[src/rtl/trap_ctrl.sv]
// -----------------------------------------------------------------------------
// trap_ctrl -- machine-mode ecall / mret sequencer.
//
// An ecall or mret that retires while the controller is idle starts a short
// sequence of CSR accesses:
//   ecall : write mepc, write mcause, read/modify/write mstatus,
//           read mtvec, redirect
//   mret  : read/modify/write mstatus, read mepc, redirect
// While the sequence runs, busy_o tells the front-end to hold issue.
// stall_i freezes the controller in place.
//
// Parameters
//   XLEN        : data / PC width
//   MTVEC_ALIGN : number of low mtvec bits cleared on an ecall redirect
//
// Ports
//   clk, rst        : clock (rising edge), asynchronous active-high reset
//   stall_i         : pipeline stall; holds all state and suppresses strobes
//   ecall_i, mret_i : retiring ecall / mret (sampled only when idle)
//   pc_i            : PC of the retiring ecall
//   busy_o          : sequence in progress (registered)
//   csr_re_o, csr_raddr_o, csr_rdata_i : CSR read port (combinational data)
//   csr_we_o, csr_waddr_o, csr_wdata_o : CSR write port
//   redirect_o, redirect_pc_o          : one-cycle PC redirect and its target
// -----------------------------------------------------------------------------
module trap_ctrl #(
    parameter int XLEN        = 64,
    parameter int MTVEC_ALIGN = 2
) (
    input  logic            clk,
    input  logic            rst,
    input  logic            stall_i,
    input  logic            ecall_i,
    input  logic            mret_i,
    input  logic [XLEN-1:0] pc_i,
    output logic            busy_o,
    output logic            csr_re_o,
    output logic [11:0]     csr_raddr_o,
    input  logic [XLEN-1:0] csr_rdata_i,
    output logic            csr_we_o,
    output logic [11:0]     csr_waddr_o,
    output logic [XLEN-1:0] csr_wdata_o,
    output logic            redirect_o,
    output logic [XLEN-1:0] redirect_pc_o
);

    localparam logic [11:0] CSR_MSTATUS = 12'h300;
    localparam logic [11:0] CSR_MTVEC   = 12'h305;
    localparam logic [11:0] CSR_MEPC    = 12'h341;
    localparam logic [11:0] CSR_MCAUSE  = 12'h342;

    localparam logic [XLEN-1:0] MCAUSE_ECALL_M = {{(XLEN-4){1'b0}}, 4'd11};
    // Clears the low MTVEC_ALIGN bits of the trap vector.
    localparam logic [XLEN-1:0] TVEC_MASK =
        ~((XLEN'(1'b1) << MTVEC_ALIGN) - XLEN'(1'b1));

    typedef enum logic [2:0] {
        S_IDLE       = 3'd0,
        S_WR_MEPC    = 3'd1,
        S_WR_MCAUSE  = 3'd2,
        S_RD_MSTATUS = 3'd3,
        S_WR_MSTATUS = 3'd4,
        S_RD_TARGET  = 3'd5,
        S_REDIRECT   = 3'd6
    } state_t;

    // mstatus on trap entry: MPIE <- MIE, MIE <- 0, MPP <- M.
    function automatic logic [XLEN-1:0] mstatus_trap(input logic [XLEN-1:0] s);
        logic [XLEN-1:0] r;
        r        = s;
        r[7]     = s[3];
        r[3]     = 1'b0;
        r[12:11] = 2'b11;
        return r;
    endfunction

    // mstatus on mret: MIE <- MPIE, MPIE <- 1, MPP <- M.
    function automatic logic [XLEN-1:0] mstatus_ret(input logic [XLEN-1:0] s);
        logic [XLEN-1:0] r;
        r        = s;
        r[3]     = s[7];
        r[7]     = 1'b1;
        r[12:11] = 2'b11;
        return r;
    endfunction

    state_t          state_r, state_nxt_s;
    logic            mode_mret_r, mode_mret_nxt_s;   // 0 = ecall, 1 = mret
    logic [XLEN-1:0] pc_r, pc_nxt_s;
    logic [XLEN-1:0] mstatus_r, mstatus_nxt_s;
    logic [XLEN-1:0] target_r, target_nxt_s;
    logic            busy_r;

    // State and datapath registers; all hold values come from the comb block.
    always_ff @(posedge clk or posedge rst) begin
        if (rst) begin
            state_r     <= S_IDLE;
            mode_mret_r <= 1'b0;
            pc_r        <= '0;
            mstatus_r   <= '0;
            target_r    <= '0;
            busy_r      <= 1'b0;
        end else begin
            state_r     <= state_nxt_s;
            mode_mret_r <= mode_mret_nxt_s;
            pc_r        <= pc_nxt_s;
            mstatus_r   <= mstatus_nxt_s;
            target_r    <= target_nxt_s;
            busy_r      <= (state_nxt_s != S_IDLE);
        end
    end

    assign busy_o = busy_r;

    // Next-state and output decode. A stall keeps every register and
    // forces all strobes (and therefore their address/data) to zero.
    always_comb begin
        state_nxt_s     = state_r;
        mode_mret_nxt_s = mode_mret_r;
        pc_nxt_s        = pc_r;
        mstatus_nxt_s   = mstatus_r;
        target_nxt_s    = target_r;
        csr_re_o        = 1'b0;
        csr_raddr_o     = 12'h000;
        csr_we_o        = 1'b0;
        csr_waddr_o     = 12'h000;
        csr_wdata_o     = '0;
        redirect_o      = 1'b0;
        redirect_pc_o   = '0;

        if (stall_i) begin
            state_nxt_s = state_r;
        end else begin
            case (state_r)
                S_IDLE: begin
                    // ecall has priority over a simultaneous mret.
                    if (ecall_i) begin
                        pc_nxt_s        = pc_i;
                        mode_mret_nxt_s = 1'b0;
                        state_nxt_s     = S_WR_MEPC;
                    end else if (mret_i) begin
                        mode_mret_nxt_s = 1'b1;
                        state_nxt_s     = S_RD_MSTATUS;
                    end else begin
                        state_nxt_s = S_IDLE;
                    end
                end
                S_WR_MEPC: begin
                    csr_we_o    = 1'b1;
                    csr_waddr_o = CSR_MEPC;
                    csr_wdata_o = pc_r;
                    state_nxt_s = S_WR_MCAUSE;
                end
                S_WR_MCAUSE: begin
                    csr_we_o    = 1'b1;
                    csr_waddr_o = CSR_MCAUSE;
                    csr_wdata_o = MCAUSE_ECALL_M;
                    state_nxt_s = S_RD_MSTATUS;
                end
                S_RD_MSTATUS: begin
                    csr_re_o      = 1'b1;
                    csr_raddr_o   = CSR_MSTATUS;
                    mstatus_nxt_s = csr_rdata_i;
                    state_nxt_s   = S_WR_MSTATUS;
                end
                S_WR_MSTATUS: begin
                    csr_we_o    = 1'b1;
                    csr_waddr_o = CSR_MSTATUS;
                    if (mode_mret_r) begin
                        csr_wdata_o = mstatus_ret(mstatus_r);
                    end else begin
                        csr_wdata_o = mstatus_trap(mstatus_r);
                    end
                    state_nxt_s = S_RD_TARGET;
                end
                S_RD_TARGET: begin
                    csr_re_o = 1'b1;
                    if (mode_mret_r) begin
                        csr_raddr_o  = CSR_MEPC;
                        target_nxt_s = csr_rdata_i;
                    end else begin
                        csr_raddr_o  = CSR_MTVEC;
                        target_nxt_s = csr_rdata_i & TVEC_MASK;
                    end
                    state_nxt_s = S_REDIRECT;
                end
                S_REDIRECT: begin
                    redirect_o    = 1'b1;
                    redirect_pc_o = target_r;
                    state_nxt_s   = S_IDLE;
                end
                default: begin
                    state_nxt_s = S_IDLE;
                end
            endcase
        end
    end

endmodule

[config.mk]
export PLATFORM = sky130hd
export DESIGN_NAME = trap_ctrl
export DESIGN_NICKNAME = d
export VERILOG_FILES = /design/src/rtl/trap_ctrl.sv
export SDC_FILE = /design/constraint.sdc
export NUM_CORES = 1
export LEC_CHECK = 0
export BUFFER_PORTS_ARGS = -buffer_cell sky130_fd_sc_hd__buf_2
export CAP_MARGIN = 20
export CELL_PAD_IN_SITES_DETAIL_PLACEMENT = 1
export CELL_PAD_IN_SITES_GLOBAL_PLACEMENT = 2
export CORE_AREA = 5 5 170 205
export CTS_CLUSTER_DIAMETER = 150
export DETAILED_ROUTE_END_ITERATION = 10
export DIE_AREA = 0 0 175 210
export PLACE_DENSITY = 0.78
export RECOVER_POWER = 100
export SYNTH_ARGS = -nofsm -noshare
export SYNTH_HDL_FRONTEND = slang
export SYNTH_SLANG_ARGS = --single-unit
[constraint.sdc]
create_clock -name clk -period 5.2 [get_ports clk]
set_input_delay 0.26 -clock clk [delete_from_list [all_inputs] [get_ports clk]]
set_output_delay 0.26 -clock clk [all_outputs]
set_load 0.01 [all_outputs]
==> results.json, run 1 <==
{
  "status": "finished with violations",
  "violations": "capacitance limit, slew limit",
  "core-area_um2": 32700,
  "crit_start": "state_r[0]",
  "routed_wl_mm": 29.9,
  "synthCells": 831,
  "clk_pin_slew_worst_paths_ns": 0.08,
  "slew_violations": 410,
  "r2r_cells": 4,
  "placed_cells": 1460,
  "cpMaxStageDelayCell": "inv_1",
  "dieArea_um2": 36800,
  "yosysSeqAreaShare_pct": 52.4,
  "fin_setup_tns_ns": 0,
  "chipHeight_um": 210,
  "drcViolationCount": 0,
  "setup_viol_count_final": 0,
  "critical_path_arrival_ns": 3.71,
  "min-delay-start": "csr_rdata_i[17]",
  "synth_xor_area_share_pct": 0.0941,
  "grt_pass1_wl_mm": 46.6,
  "layout_commonest_cell": "dfrtp_1",
  "synth-simple-area-share_pct": 20.9,
  "synth_compound_area_share_pct": 5.94,
  "fill_cells": 3766,
  "fin_cells": 1500,
  "post_drt_wl_per_cell_um": 19.9,
  "whs_ns": 0.0282,
  "vias": 7147,
  "hpwlAfterDp_mm": 20.3,
  "hold_violations": 0,
  "numCtsBuffers": 17,
  "max_freq_mhz": 252,
  "nets": 1204,
  "tightest_slew_ns": 2.81,
  "path_cells": "nand4bb_1 > inv_1 > clkbuf_2 > or2_2 > clkbuf_1",
  "cp.required_ns": 4.94,
  "netlist_area_um2": 9310,
  "crit_type": "reg2out",
  "min_path_cells": 3,
  "hold_path_class": "in2reg",
  "start_kind": "register",
  "portBuffers": 274,
  "num_rows": 73,
  "insertion_delay_ns": 0.44,
  "routabilityCongestion": 0.793,
  "syn_avg_cell_area_um2": 11.2,
  "cts_root_buf": "clkbuf_16",
  "critPathMaxStageDelay_ns": 0.97,
  "first_global_vias": 8051,
  "ir_worst_vdd_mv": 0.224,
  "die_x_um": 175,
  "final_cell_mix": "dfrtp_1, nand2_1, buf_2",
  "dr.pass1.iters": 5,
  "grt_max_degree": 108,
  "drtIter0Drc": 336,
  "cts_max_level": 4,
  "skew_ns": 0.0105,
  "cts_sinks": 195,
  "setup_ws_ns": 1.23,
  "yosysUniqueCellTypes": 42,
  "fin_crit_sh_pct": 76.4,
  "drive_gt1_share_pct": 35.6,
  "gr-usage-all-layers_pct": 16.1,
  "synth_mux_area_share_pct": 15.2,
  "synth_edf_count": 0,
  "antenna_found_initial": 7,
  "io_pins": 289,
  "pre_cts_ws_ns": 2.27,
  "synth_top_family_by_area": "simple AND/OR/NAND/NOR gates",
  "ys_async_sr_fraction_pct": 100,
  "synth_flop_cell": "dfrtp_1",
  "grt_remaining_overflow": 0,
  "p_leak_nw": 5.18,
  "min_period_ns": 3.97,
  "powerDensity_nw_per_um2": 530,
  "slew_headroom_pct": -87.1,
  "cts.path.max_buffers": 2,
  "ys_warn_count": 0,
  "maxCapViolCount": 8,
  "ant_nets": 0,
  "path_max_fanout": 35,
  "synthToLayoutAreaGrowth_pct": 21.0,
  "r2r_start": "state_r[2]",
  "cp-end-kind": "output port",
  "rsz0062_at_grt": "false",
  "synthAdderAreaFrac_pct": 0,
  "initial_utilization_pct": 28.5,
  "cts_tree": "yes",
  "total_power_mw": 5.97,
  "vias_per_cell": 4.76,
  "ys_seq_elements": 195
}
-- metal layers --
layer | up-vias | GRT usage [%] | wire length, µm
met1 | 3639 | 18.9 | 12300
met2 | 203 | 28.5 | 15200
li1 | 3263 | - | -
met4 | 6 | 5.12 | 605
met3 | 36 | 4.66 | 1780
met5 | - | 0 | 33
-- cell families after synthesis --
group           after synthesis
simple gates                347
other cells                   1
compound gates               75
flops                       195
buf+inv                      86
mux                         126
xor+xnor                      1
-- synth_stat cells, types with 2 or more instances --
cell      count  area (µm²)
a22oi_1      58         435
and2_1       65         407
a31oi_1       2        12.5
mux2_1       13         146
mux2_2      113        1270
nand2b_1      2        12.5
nand3_1       2        10.0
a21o_1        4        30.0
buf_6         7        78.8
o21ai_0       2        10.0
nor2_1        6        22.5
nand2_1     192         721
dfrtp_1     195        4880
buf_4        25         188
nor3_2       58         581
buf_2        25         125
a21oi_1       5        25.0
inv_1         2        7.51
nand3b_1      5        37.5
clkbuf_1     20        75.1
buf_1         7        26.3
or2_2         3        18.8
-- registers in the layout (all words and copies together), names as in the netlist --
signal,count
mode_mret_r,1
busy_o,1
pc_r,64
target_r,64
mstatus_r,62
state_r,3
-- power by group --
part           internal (mW)  switching, mW  leakage, nW
Sequential              2.24          0.449         2.39
Clock                  0.687          0.666        0.289
Combinational          0.858           1.07         2.51
-- worst paths after layout --
path | endpoint | slack (ns)
max reg2reg | pc_r[23] | 1.36
min reg2reg | target_r[22] | 0.47
max | csr_raddr_o[9] | 1.23
min | target_r[17] | 0.03
max in group asynchronous | target_r[23] | 1.65
min in group asynchronous | mstatus_r[52] | 0.41
-- stage by stage --
stage	area (µm²)	util, %
2_1_floorplan	9360	-
3_3_place_gp	10900	33.4
4_1_cts	11600	35.4
6_report	11300	34.4
5_1_grt	11300	34.4
3_5_place_dp	10900	33.5
-- layout make-up --
type	instances	area [µm²]	share of cell area, %
Timing Repair Buffer	292	1380	12.2
Tap cell	412	515	4.58
Clock buffer	17	425	3.78
Inverter	2	8.76	0.0778
Sequential cell	195	4880	43.3
Clock inverter	15	163	1.44
Antenna cell	4	10.0	0.0889
Multi-Input combinational cell	563	3880	34.5
-- critical path: cells and delay by family (launching register included) --
kind                   cells  cell delay (ns)
buffers and inverters      3             2.04
and+or+nand+nor            2             0.47
DFF                        1             0.75
-- timing repair --
item | in CTS | in global routing
hold buffers | 4 | 0
endpoints found under the hold margin | 16 | 0
resized for setup | 0 | 0
buffers inserted | 0 | 0
Power figures use the tool's default switching activity.
==> inputs of run 2 (changes only) <==
--- a/config.mk
+++ b/config.mk
@@ -9,11 +9,11 @@
 export CAP_MARGIN = 20
 export CELL_PAD_IN_SITES_DETAIL_PLACEMENT = 1
 export CELL_PAD_IN_SITES_GLOBAL_PLACEMENT = 2
-export CORE_AREA = 5 5 170 205
+export CORE_AREA = 5 5 162 195
 export CTS_CLUSTER_DIAMETER = 150
 export DETAILED_ROUTE_END_ITERATION = 10
-export DIE_AREA = 0 0 175 210
-export PLACE_DENSITY = 0.78
+export DIE_AREA = 0 0 167 200
+export PLACE_DENSITY = 0.81
 export RECOVER_POWER = 100
 export SYNTH_ARGS = -nofsm -noshare
 export SYNTH_HDL_FRONTEND = slang
==> constraint.sdc (replaced) <==
create_clock -name clk -period 3.8 [get_ports clk]
set_input_delay 0.19 -clock clk [delete_from_list [all_inputs] [get_ports clk]]
set_output_delay 0.19 -clock clk [all_outputs]
set_load 0.01 [all_outputs]
==> results.json, run 2 (synthesis results as in run 1) <==
{
  "cts.path.max_buffers": 2,
  "final_util_pct": 42.4,
  "drtIter0Drc": 357,
  "cts_root_buf": "clkbuf_16",
  "path_cells": "and4bb_1 > clkbuf_2 > and2_1 > clkbuf_1",
  "initial_utilization_pct": 31.6,
  "cpMaxStageDelayCell": "clkbuf_2",
  "slew_headroom_pct": -53.1,
  "first_global_vias": 8513,
  "portBuffers": 274,
  "rrSetupSlack_ns": 0.92,
  "path_max_fanout": 61,
  "hpwlAfterDp_mm": 19.7,
  "cts_setup_buffers": 0,
  "fin_setup_tns_ns": 0,
  "routed_wl_mm": 30.5,
  "dieArea_um2": 33400,
  "skew_ns": 0.0149,
  "dr.pass1.iters": 4,
  "synthToLayoutAreaGrowth_pct": 34.1,
  "critical_path_arrival_ns": 3.03,
  "drcViolationCount": 0,
  "min_period_ns": 3.22,
  "maxCapViolCount": 2,
  "grt_pass1_wl_mm": 48.7,
  "insertion_delay_ns": 0.44,
  "rsz0062_at_grt": "false",
  "crit_end": "redirect_pc_o[30]",
  "io_pins": 289,
  "gr-usage-all-layers_pct": 18.3,
  "max_freq_mhz": 310,
  "p_leak_nw": 5.70,
  "num_rows": 69,
  "cp.required_ns": 3.61,
  "grt_remaining_overflow": 0,
  "core-area_um2": 29400,
  "cts_max_level": 4,
  "layout_commonest_cell": "dfrtp_1",
  "cp-end-kind": "output port",
  "cts_tree": "yes",
  "critPathMaxStageDelay_ns": 0.97,
  "post_drt_wl_per_cell_um": 19.1,
  "hold_violations": 0,
  "total_power_mw": 8.21,
  "biggestRegsByFlops": "pc_r: 64 flops, target_r: 64 flops, mstatus_r: 62 flops",
  "cts_resized": 0,
  "chipHeight_um": 200,
  "drive_gt1_share_pct": 32.7,
  "vias_per_cell": 4.75,
  "final_cell_mix": "dfrtp_1, nand2_1, buf_2",
  "start_kind": "register",
  "antenna_found_initial": 0,
  "crit_start": "state_r[2]",
  "routabilityCongestion": 0.722,
  "vias": 7581,
  "slew_violations": 153,
  "r2r_cells": 4,
  "tightest_slew_ns": 2.30,
  "status": "finished with violations",
  "r2r-end": "pc_r[37]",
  "nets": 1327,
  "ant_nets": 0,
  "crit_type": "reg2out",
  "cts_sinks": 195,
  "die_x_um": 167,
  "grt_max_degree": 110,
  "r2r_start": "state_r[2]",
  "numCtsBuffers": 17,
  "violations": "capacitance limit, slew limit",
  "setup_viol_count_final": 0,
  "powerDensity_nw_per_um2": 657,
  "ir_worst_vdd_mv": 0.462,
  "clk_pin_slew_worst_paths_ns": 0.07,
  "hold_path_class": "in2reg",
  "fin_crit_sh_pct": 84.9
}
## run 2: cell count changes in the layout (fill, tap and decap cells not counted), moves of 4 or more
cell and delta:
dlygate4sd3_1 +123, and2_0 +6, and2_1 -6, inv_6 -6, buf_2 +5, clkbuf_1 -5
clkbuf_8 +4
## run 2: cell type report
class,count,area (µm²)
repair buffers,415,2650
clock buffers,24,492
clock inverters,7,73.8
well taps,390,488
multi-input cells,563,3900
fillers,3325,17000
inverters,2,8.76
flip-flops and latches,195,4880
diodes,1,2.50
## run 2: critical path, delay by kind of cell (launching register included)
| family | cells | cell delay, ns |
|---|---|---|
| buffers and inverters | 2 | 1.20 |
| flip-flops | 1 | 0.72 |
| AND/OR/NAND/NOR | 2 | 0.65 |
## run 2: what timing repair did
item,in CTS,in global routing
endpoints found under the setup margin,0,0
endpoints found under the hold margin,272,0
hold buffers,127,0
## run 2: worst min-delay path by stage
stage                          from            to  depth (start not counted)  slack, ns
floorplan                   ecall_i   mode_mret_r                          1       0.29
global placement    csr_rdata_i[12]  target_r[12]                          3       0.38
detailed placement  csr_rdata_i[12]  target_r[12]                          3       0.39
CTS                        pc_i[25]      pc_r[25]                          2     0.0001
global route               pc_i[36]      pc_r[36]                          2      0.003
finish                     pc_i[36]      pc_r[36]                          2       0.02
## run 2: power by group
part           switching (mW)  internal, mW
registers               0.610          3.06
logic                    1.50          1.27
clock network           0.798         0.973
## run 2: metal layers
| layer | part of all wire [%] | up-vias | global-route usage, % |
|---|---|---|---|
| li1 | - | 3503 | - |
| met1 | 42 | 3848 | 22.2 |
| met2 | 51 | 212 | 33.2 |
| met3 | 5.8 | 18 | 4.39 |
| met4 | 1.2 | 0 | 4.18 |
| met5 | 0 | - | 0 |
## run 2: stage by stage
stage               worst slack (ns)  hold slack (ns)  instance area, µm²  std cells
finish                         0.575           0.0166               12500       1597
global route                   0.329          0.00283               12500       1596
CTS                            0.783         0.000122               12800       1596
detailed placement              1.27            0.394               10900       1438
global placement                1.32            0.382               10900       1438
floorplan                       1.09            0.287                9360        844
